--- config.mk ---
export PLATFORM = sky130hd
export DESIGN_NAME = wave_view_ctrl
export DESIGN_NICKNAME = d
export VERILOG_FILES = /design/src/rtl/wave_pkg.sv /design/src/rtl/wave_cfg_regs.sv /design/src/rtl/wave_view_ctrl.sv
export SDC_FILE = /design/constraint.sdc
export NUM_CORES = 1
export LEC_CHECK = 0
export ABC_AREA = 1
export CORE_AREA = 5 5 66 68
export DETAILED_ROUTE_END_ITERATION = 12
export DIE_AREA = 0 0 71 73
export PLACE_DENSITY = 0.89
export SLEW_MARGIN = 25
export SYNTH_ARGS = -nofsm -noshare
export SYNTH_HDL_FRONTEND = slang
export SYNTH_SLANG_ARGS = --single-unit
--- constraint.sdc ---
create_clock -name clk -period 3.73 [get_ports clk]
set_clock_uncertainty 0.2 [all_clocks]
set_input_delay 0.746 -clock clk [delete_from_list [all_inputs] [get_ports clk]]
set_output_delay 0.746 -clock clk [all_outputs]
set_load 0.005 [all_outputs]
--- src/rtl/wave_pkg.sv ---
// Shared types and constants for the waveform viewer capture controller.
package wave_pkg;

  localparam int unsigned COUNT_W = 8;
  localparam int unsigned ADDR_W  = 9;
  localparam int unsigned CFG_W   = 4;

  // Capture FSM encoding
  typedef enum logic [1:0] {
    ARMED     = 2'd0,
    CAPTURING = 2'd1,
    WAIT_SWAP = 2'd2
  } state_t;

  // One-hot width settings
  localparam logic [CFG_W-1:0] W_SEL_1 = 4'b0001;
  localparam logic [CFG_W-1:0] W_SEL_2 = 4'b0010;
  localparam logic [CFG_W-1:0] W_SEL_3 = 4'b0100;
  localparam logic [CFG_W-1:0] W_SEL_4 = 4'b1000;

  // Height/colour code range; zero is never a legal code
  localparam logic [CFG_W-1:0] H_MIN = 4'd1;
  localparam logic [CFG_W-1:0] H_MAX = 4'd15;

endpackage

--- src/rtl/wave_cfg_regs.sv ---
// Pending/active width and height settings; active copies update only on a frame edge.
module wave_cfg_regs
  import wave_pkg::*;
(
  input  logic             clk,
  input  logic             reset,
  input  logic             btn_w,
  input  logic             btn_h,
  input  logic             frame_edge,
  output logic [CFG_W-1:0] w,
  output logic [CFG_W-1:0] h
);

  logic [CFG_W-1:0] pending_w;
  logic [CFG_W-1:0] pending_h;
  logic [CFG_W-1:0] pending_w_nxt;
  logic [CFG_W-1:0] pending_h_nxt;

  // Button-advanced pending values; a coincident frame edge commits these updated values
  always_comb begin
    pending_w_nxt = pending_w;
    pending_h_nxt = pending_h;
    if (btn_w) begin
      pending_w_nxt = {pending_w[CFG_W-2:0], pending_w[CFG_W-1]};
    end
    if (btn_h) begin
      pending_h_nxt = (pending_h == H_MAX) ? H_MIN : pending_h + CFG_W'(1);
    end
  end

  // Pending registers track every press; active registers load between frames only
  always_ff @(posedge clk) begin
    if (reset) begin
      pending_w <= W_SEL_1;
      pending_h <= H_MIN;
      w         <= W_SEL_1;
      h         <= H_MIN;
    end else begin
      pending_w <= pending_w_nxt;
      pending_h <= pending_h_nxt;
      if (frame_edge) begin
        w <= pending_w_nxt;
        h <= pending_h_nxt;
      end
    end
  end

endmodule

--- src/rtl/wave_view_ctrl.sv ---
// Waveform viewer capture controller: fills one half of a double-buffered sample RAM
// while the display reads the other, swapping halves at vertical blanking.
// Define WAVE_TRIGGER_EN to start each capture on a rising zero-crossing instead of free-running.
module wave_view_ctrl
  import wave_pkg::*;
#(
  parameter int unsigned SAMPLE_W = 16
) (
  input  logic                clk,
  input  logic                reset,
  input  logic                new_sample_ready,
  input  logic [SAMPLE_W-1:0] new_sample_in,
  input  logic                wave_display_idle,
  input  logic                btn_w,
  input  logic                btn_h,
  output logic                write_enable,
  output logic [ADDR_W-1:0]   write_address,
  output logic [7:0]          write_sample,
  output logic                read_index,
  output logic [CFG_W-1:0]    w,
  output logic [CFG_W-1:0]    h
);

  state_t             state;
  logic [COUNT_W-1:0] count;
  logic               idle_q;
  logic               frame_edge;
  logic               trigger_ok;
  logic               do_write;
  logic [7:0]         display_sample;
  logic               unused_low_bits;

  assign frame_edge     = wave_display_idle & ~idle_q;
  assign display_sample = {~new_sample_in[SAMPLE_W-1], new_sample_in[SAMPLE_W-2:SAMPLE_W-8]};
  assign unused_low_bits = ^new_sample_in;

`ifdef WAVE_TRIGGER_EN
  logic prev_msb;

  // Sign of the previous strobed sample, tracked in every state
  always_ff @(posedge clk) begin
    if (reset) begin
      prev_msb <= 1'b0;
    end else if (new_sample_ready) begin
      prev_msb <= new_sample_in[SAMPLE_W-1];
    end
  end

  assign trigger_ok = prev_msb & ~new_sample_in[SAMPLE_W-1];
`else
  assign trigger_ok = 1'b1;
`endif

  assign do_write = new_sample_ready &
                    (((state == ARMED) & trigger_ok) | (state == CAPTURING));

  // Registered copy of the blanking flag for edge detection
  always_ff @(posedge clk) begin
    if (reset) begin
      idle_q <= 1'b0;
    end else begin
      idle_q <= wave_display_idle;
    end
  end

  // Capture FSM with registered RAM write port
  always_ff @(posedge clk) begin
    if (reset) begin
      state         <= ARMED;
      count         <= '0;
      read_index    <= 1'b0;
      write_enable  <= 1'b0;
      write_address <= {1'b1, COUNT_W'(0)};
      write_sample  <= 8'd0;
    end else begin
      write_enable <= 1'b0;
      if (do_write) begin
        write_enable  <= 1'b1;
        write_address <= {~read_index, count};
        write_sample  <= display_sample;
        count         <= count + COUNT_W'(1);
      end
      case (state)
        ARMED: begin
          if (do_write) state <= CAPTURING;
        end
        CAPTURING: begin
          if (do_write && (count == {COUNT_W{1'b1}})) state <= WAIT_SWAP;
        end
        WAIT_SWAP: begin
          if (frame_edge) begin
            read_index <= ~read_index;
            state      <= ARMED;
          end
        end
        default: state <= ARMED;
      endcase
    end
  end

  wave_cfg_regs u_cfg (
    .clk        (clk),
    .reset      (reset),
    .btn_w      (btn_w),
    .btn_h      (btn_h),
    .frame_edge (frame_edge),
    .w          (w),
    .h          (h)
  );

endmodule
== Word-level counts from Yosys, hierarchy flattened ==
Index checks and enable logic that the tools add are counted.
Word-level totals
  register bits after elaboration: 46
  bits in latches: 0
  bits in writable memories: 0
  memory bits (read-only): 0
  input port bits: 22
  output and inout port bits: 27
  word-level logic and storage cells: 38
  memories kept: 0
Operators by class
  $add $sub $neg: 2
  multipliers: 0
  div/mod/pow operators: 0
  order comparisons: 0
  eq/ne operators: 7
  shift operators: 0
  muxes and demuxes: 8
  bitwise gates (word level): 6
  reduce and logical (&&, ||, !) cells: 4
Operators by type and width (count)
  $mux 4: 3
  $add 8x1->8 const B: 1
  $eq 8x8->1 const B: 1
  $mux 2: 3
  $pmux 2 s3: 1
  $add 4x1->4 const B: 1
  $eq 4x4->1 const B: 1
  $ne 2x2->1 const B: 2
  $not 1->1: 3
  $reduce_and 3->1: 1
  $and 1x1->1: 2
  $eq 2x1->1 const B: 1
  $eq 2x2->1 const B: 1
  $logic_not 2->1: 1
  $ne 2x1->1 const B: 1
  $reduce_and 2->1: 1
  $logic_and 1x1->1: 1
  $mux 1: 1
  $or 1x1->1: 1

== Depth between registers and ports, before layout ==
  word-level depth: 6
  mapped depth: 7
  depth with buffers taken out: 7

== Hierarchy ==
Synthesis repeated with hierarchy kept, for this count alone.
Unflattened totals
  cells, all modules: 247
  area total of the unflattened synthesis: 1894.3 um^2
By module, submodules not included
  wave_view_ctrl: instances 1, cells an instance 157, area an instance 1227.4 um^2, seq. area each 600.6 um^2
  wave_cfg_regs: instances 1, cells an instance 90, area an instance 666.9 um^2, seq. area each 320.3 um^2

== Worst setup path after synthesis ==
Ideal clock, no wire load.
  path type: input -> register
  start: input wave_display_idle
  end: register u_cfg.w[3]
  setup time: 0.124 ns
  arrival time: 1.289 ns
  slack: 2.117 ns
  stages: 5
  path buffers: 1
  cells stage by stage: nand2_1 > inv_1 > buf_2 > o21ai_0 > a21oi_1
Between the ends
  longest elaborated chain between the ends: 1
RTL lines
  start: declaration: line wave_view_ctrl.sv:13  | input logic wave_display_idle,
  $and 1x1->1: line wave_view_ctrl.sv:33  | assign frame_edge = wave_display_idle & ~idle_q;
  end signal: assignment: line wave_cfg_regs.sv:42  | w <= pending_w_nxt;
  end: declaration: line wave_cfg_regs.sv:10  | output logic [CFG_W-1:0] w,
No other way between the ends.
A chain may end at the register's enable or synchronous reset.

== Worst setup path in the final report ==
  start: input new_sample_ready
  end: register count[2]
Between the ends
  longest elaborated chain between the ends: 1
RTL lines
  start: declaration: line wave_view_ctrl.sv:11  | input logic new_sample_ready,
  $and 1x1->1: line wave_view_ctrl.sv:54  | assign do_write = new_sample_ready &
  end signal: assignment: line wave_view_ctrl.sv:81  | count <= count + COUNT_W'(1);
  end: declaration: line wave_view_ctrl.sv:25  | logic [COUNT_W-1:0] count;
No other way between the ends.

==> run metrics <==
H-tree lvl count 2; FF+latch count, synth 46; Placement Rows 23; setup TNS 0 ns; wl on met1 1570 um; IO Port Bufs 40; DRT Wirelength 3410 um; CTS Sinks 46; Hold Path Cell Cnt 2; Max stage delay on crit path 0.64 ns; WS Path Type input pin to flop; Num CTS Buffers 5; status completed; top cell type's share of synthesized area 51.3%; via/cell ratio 4.77; Fin. Hold Viols 0; Core Util, Final 60.3%; Hold Startpoint u_cfg.w[0]$_SDFFE_PP1N_; Slowest cell on crit path clkdlybuf4s50_1; VDD IR max 0.325 mV; cell count of the worst reg-to-reg path 4; initial antenna violation count 0; Final WS setup 1.45 ns; # Post-CTS Setup Buffers 0; chip height 73 um; clk slew on worst S/H paths 0.07 ns; Setup crit end kind flop; post-route cell area 2290 sq um; fin. max-slew vios 0; Mapped Cells 224; Synthesis Warnings 0; pin count of the biggest net entering global routing 25; via count 1499; cell area after placement 2220 sq um; Setup crit start kind input pin; crit-path cells clkdlybuf4s50_1 -> inv_2 -> nor2_4 -> nand2_1 -> xor2_1 -> nor2_1; Nets 288; Avg Inst Size Synth 8.02 sq um; Largest delay share family, worst path buffers and inverters; DRC errors left 0; Area Overhead vs Synth 27.6%; starting density of the core 47.3%; hold_buf cts 0; antenna cells 0; die area 5180 sq um; RSZ-0062 raised after global routing false; CP Data Required Time 3.71 ns; GP Congestion 0.790; Detail Placement HPWL 2460 um; Ports 49; global-route wire length before repair 5910 um; maxcap violations 0; sequential fraction of the synthesis area 51.3%; post-synth top area cell dfxtp_1; syn nets 248; vias in the first global route 1410; met3 WL post-DR 194 um; Synth cell types 27; CTS root buffer clkbuf_8; Core Area 3800 sq um; Detail Route met2 WL 1600 um; worst-margin pin slew 0.649 ns; synthesized area 1800 sq um; setup slack at placement 1.14 ns; initial DRC count 104; worst r2r src state[1]$_SDFFE_PP0P_; CTS max path bufs 2; GR Util All Layers 14.1%; f_max 0.439 GHz; CTS tree done; global route total overflow 0; # resized after CTS 0; Non-Filler Instances 314; routed len/inst 10.9 um; die width 71 um; reg2reg end count[2]$_SDFFE_PP0P_; WP buf/inv 2; share of cells above drive strength 1 7.95%; Finish-stage setup viols 0; worst-path fanout max 23; DR top layer met4; Routed Antenna Nets 0; Slew headroom 56.7%; arrival time worst endpoint 2.26 ns; Tmin final 2.28 ns; Skew-Pair Late Insertion Delay 0.29 ns; ranking of synthesized cells by area dfxtp_1 51%, nor2_1 8.8%, o21ai_0 6.1%, nand2_1 6.1%, a21oi_1 5.0%; PD cells 404 nW/um^2; Pre-antenna DRT Iters 4; DP Cell Count 307; Hold/Removal Path Class flop to flop; Hold Path Sink u_cfg.w[0]$_SDFFE_PP1N_; fin crit share 61.1%; FF-to-FF setup slack 2.22 ns; Pleak 0.939 nW
-- synthesized netlist by cell type, drive strengths merged --
| cell | n |
|---|---|
| dfxtp | 46 |
| nor2 | 45 |
| nand2 | 30 |
| o21ai | 26 |
| inv | 23 |
| a21oi | 22 |
| nand3 | 10 |
| buf | 4 |
| clkbuf | 4 |
| nand4 | 3 |
| ha | 2 |
| mux2i | 2 |
| nor3 | 2 |
| or2 | 2 |
| xor2 | 2 |
| xnor2 | 1 |
-- per-layer routing --
metal  vias to the layer above  global-route usage (%)
met2                        41                    24.2
met3                         5                    5.37
met5                         -                       0
met1                       658                    16.0
met4                         0                    5.22
li1                        795                       -
-- sequential cells by signal, summed over array words and instances, names as in the netlist --
register and cells:
write_address 9, count 8, write_sample 8, u_cfg.h 4
u_cfg.pending_h 4, u_cfg.pending_w 4, u_cfg.w 4, state 2
idle_q 1, read_index 1, write_enable 1
-- cell usage in the layout, fill, tap and decap left out, types with 3 or more instances in the layout --
master,n
a21oi_1,18
nand4_1,3
clkbuf_8,5
nand2_1,29
a21oi_2,4
inv_1,21
dfxtp_1,46
o21ai_1,3
o21ai_0,22
nand3_1,8
nor2_1,42
clkdlybuf4s50_1,40
-- how the worst max path moves through the flow --
stage / from / end / slack (ns) / depth (start not counted)
finish: new_sample_ready / count[2]$_SDFFE_PP0P_ / 1.45 / 6
global route: new_sample_ready / state[0]$_SDFFE_PP0P_ / 1.39 / 6
CTS: new_sample_ready / count[2]$_SDFFE_PP0P_ / 1.45 / 6
detailed placement: new_sample_ready / count[2]$_SDFFE_PP0P_ / 1.14 / 6
global placement: new_sample_ready / count[2]$_SDFFE_PP0P_ / 1.17 / 6
floorplan: wave_display_idle / u_cfg.w[3]$_SDFFE_PP0N_ / 2.12 / 5
-- kinds of logic (layout without fill, tap and decap cells) --
logic type | Yosys count | in the layout | synth area share, %
multiplexers | 2 | 2 | 1.11
buffers and inverters | 31 | 71 | 7.66
adder cells (fa/ha/maj) | 2 | 2 | 1.39
AND/OR/NAND/NOR | 92 | 92 | 22.7
AO/OA/AOI/OAI | 48 | 48 | 14.4
XOR/XNOR | 3 | 3 | 1.46
flip-flops | 46 | 46 | 51.3
-- where the power goes --
| part | switching [mW] | internal [mW] | leakage [nW] |
|---|---|---|---|
| Clock | 0.147 | 0.129 | 0.0383 |
| Combinational | 0.0533 | 0.0640 | 0.522 |
| Sequential | 0.0148 | 0.518 | 0.379 |
| Total | 0.215 | 0.711 | 0.939 |
-- metrics by stage --
stage / power, mW / hold WS [ns]
final: 0.926 / 0.268
after floorplan: 0.602 / 0.253
after global placement: 0.659 / 0.247
after detailed placement: 0.663 / 0.255
after global routing: 0.976 / 0.299
after CTS: 0.941 / 0.274
-- final cells by class --
type,instances,area [sq um]
flip-flops and latches,46,921
multi-input cells,147,738
inverters,23,86.3
well taps,50,62.6
clock buffers,7,76.3
repair buffers,41,408
fillers,361,1510
-- worst reg2reg max path, stage by stage (launching register included) --
cell     delay [ns]
dfxtp_1        0.37
nor2_4         0.48
nand2_1        0.13
xor2_1         0.16
nor2_1         0.05
Power figures use the tool's default switching activity.
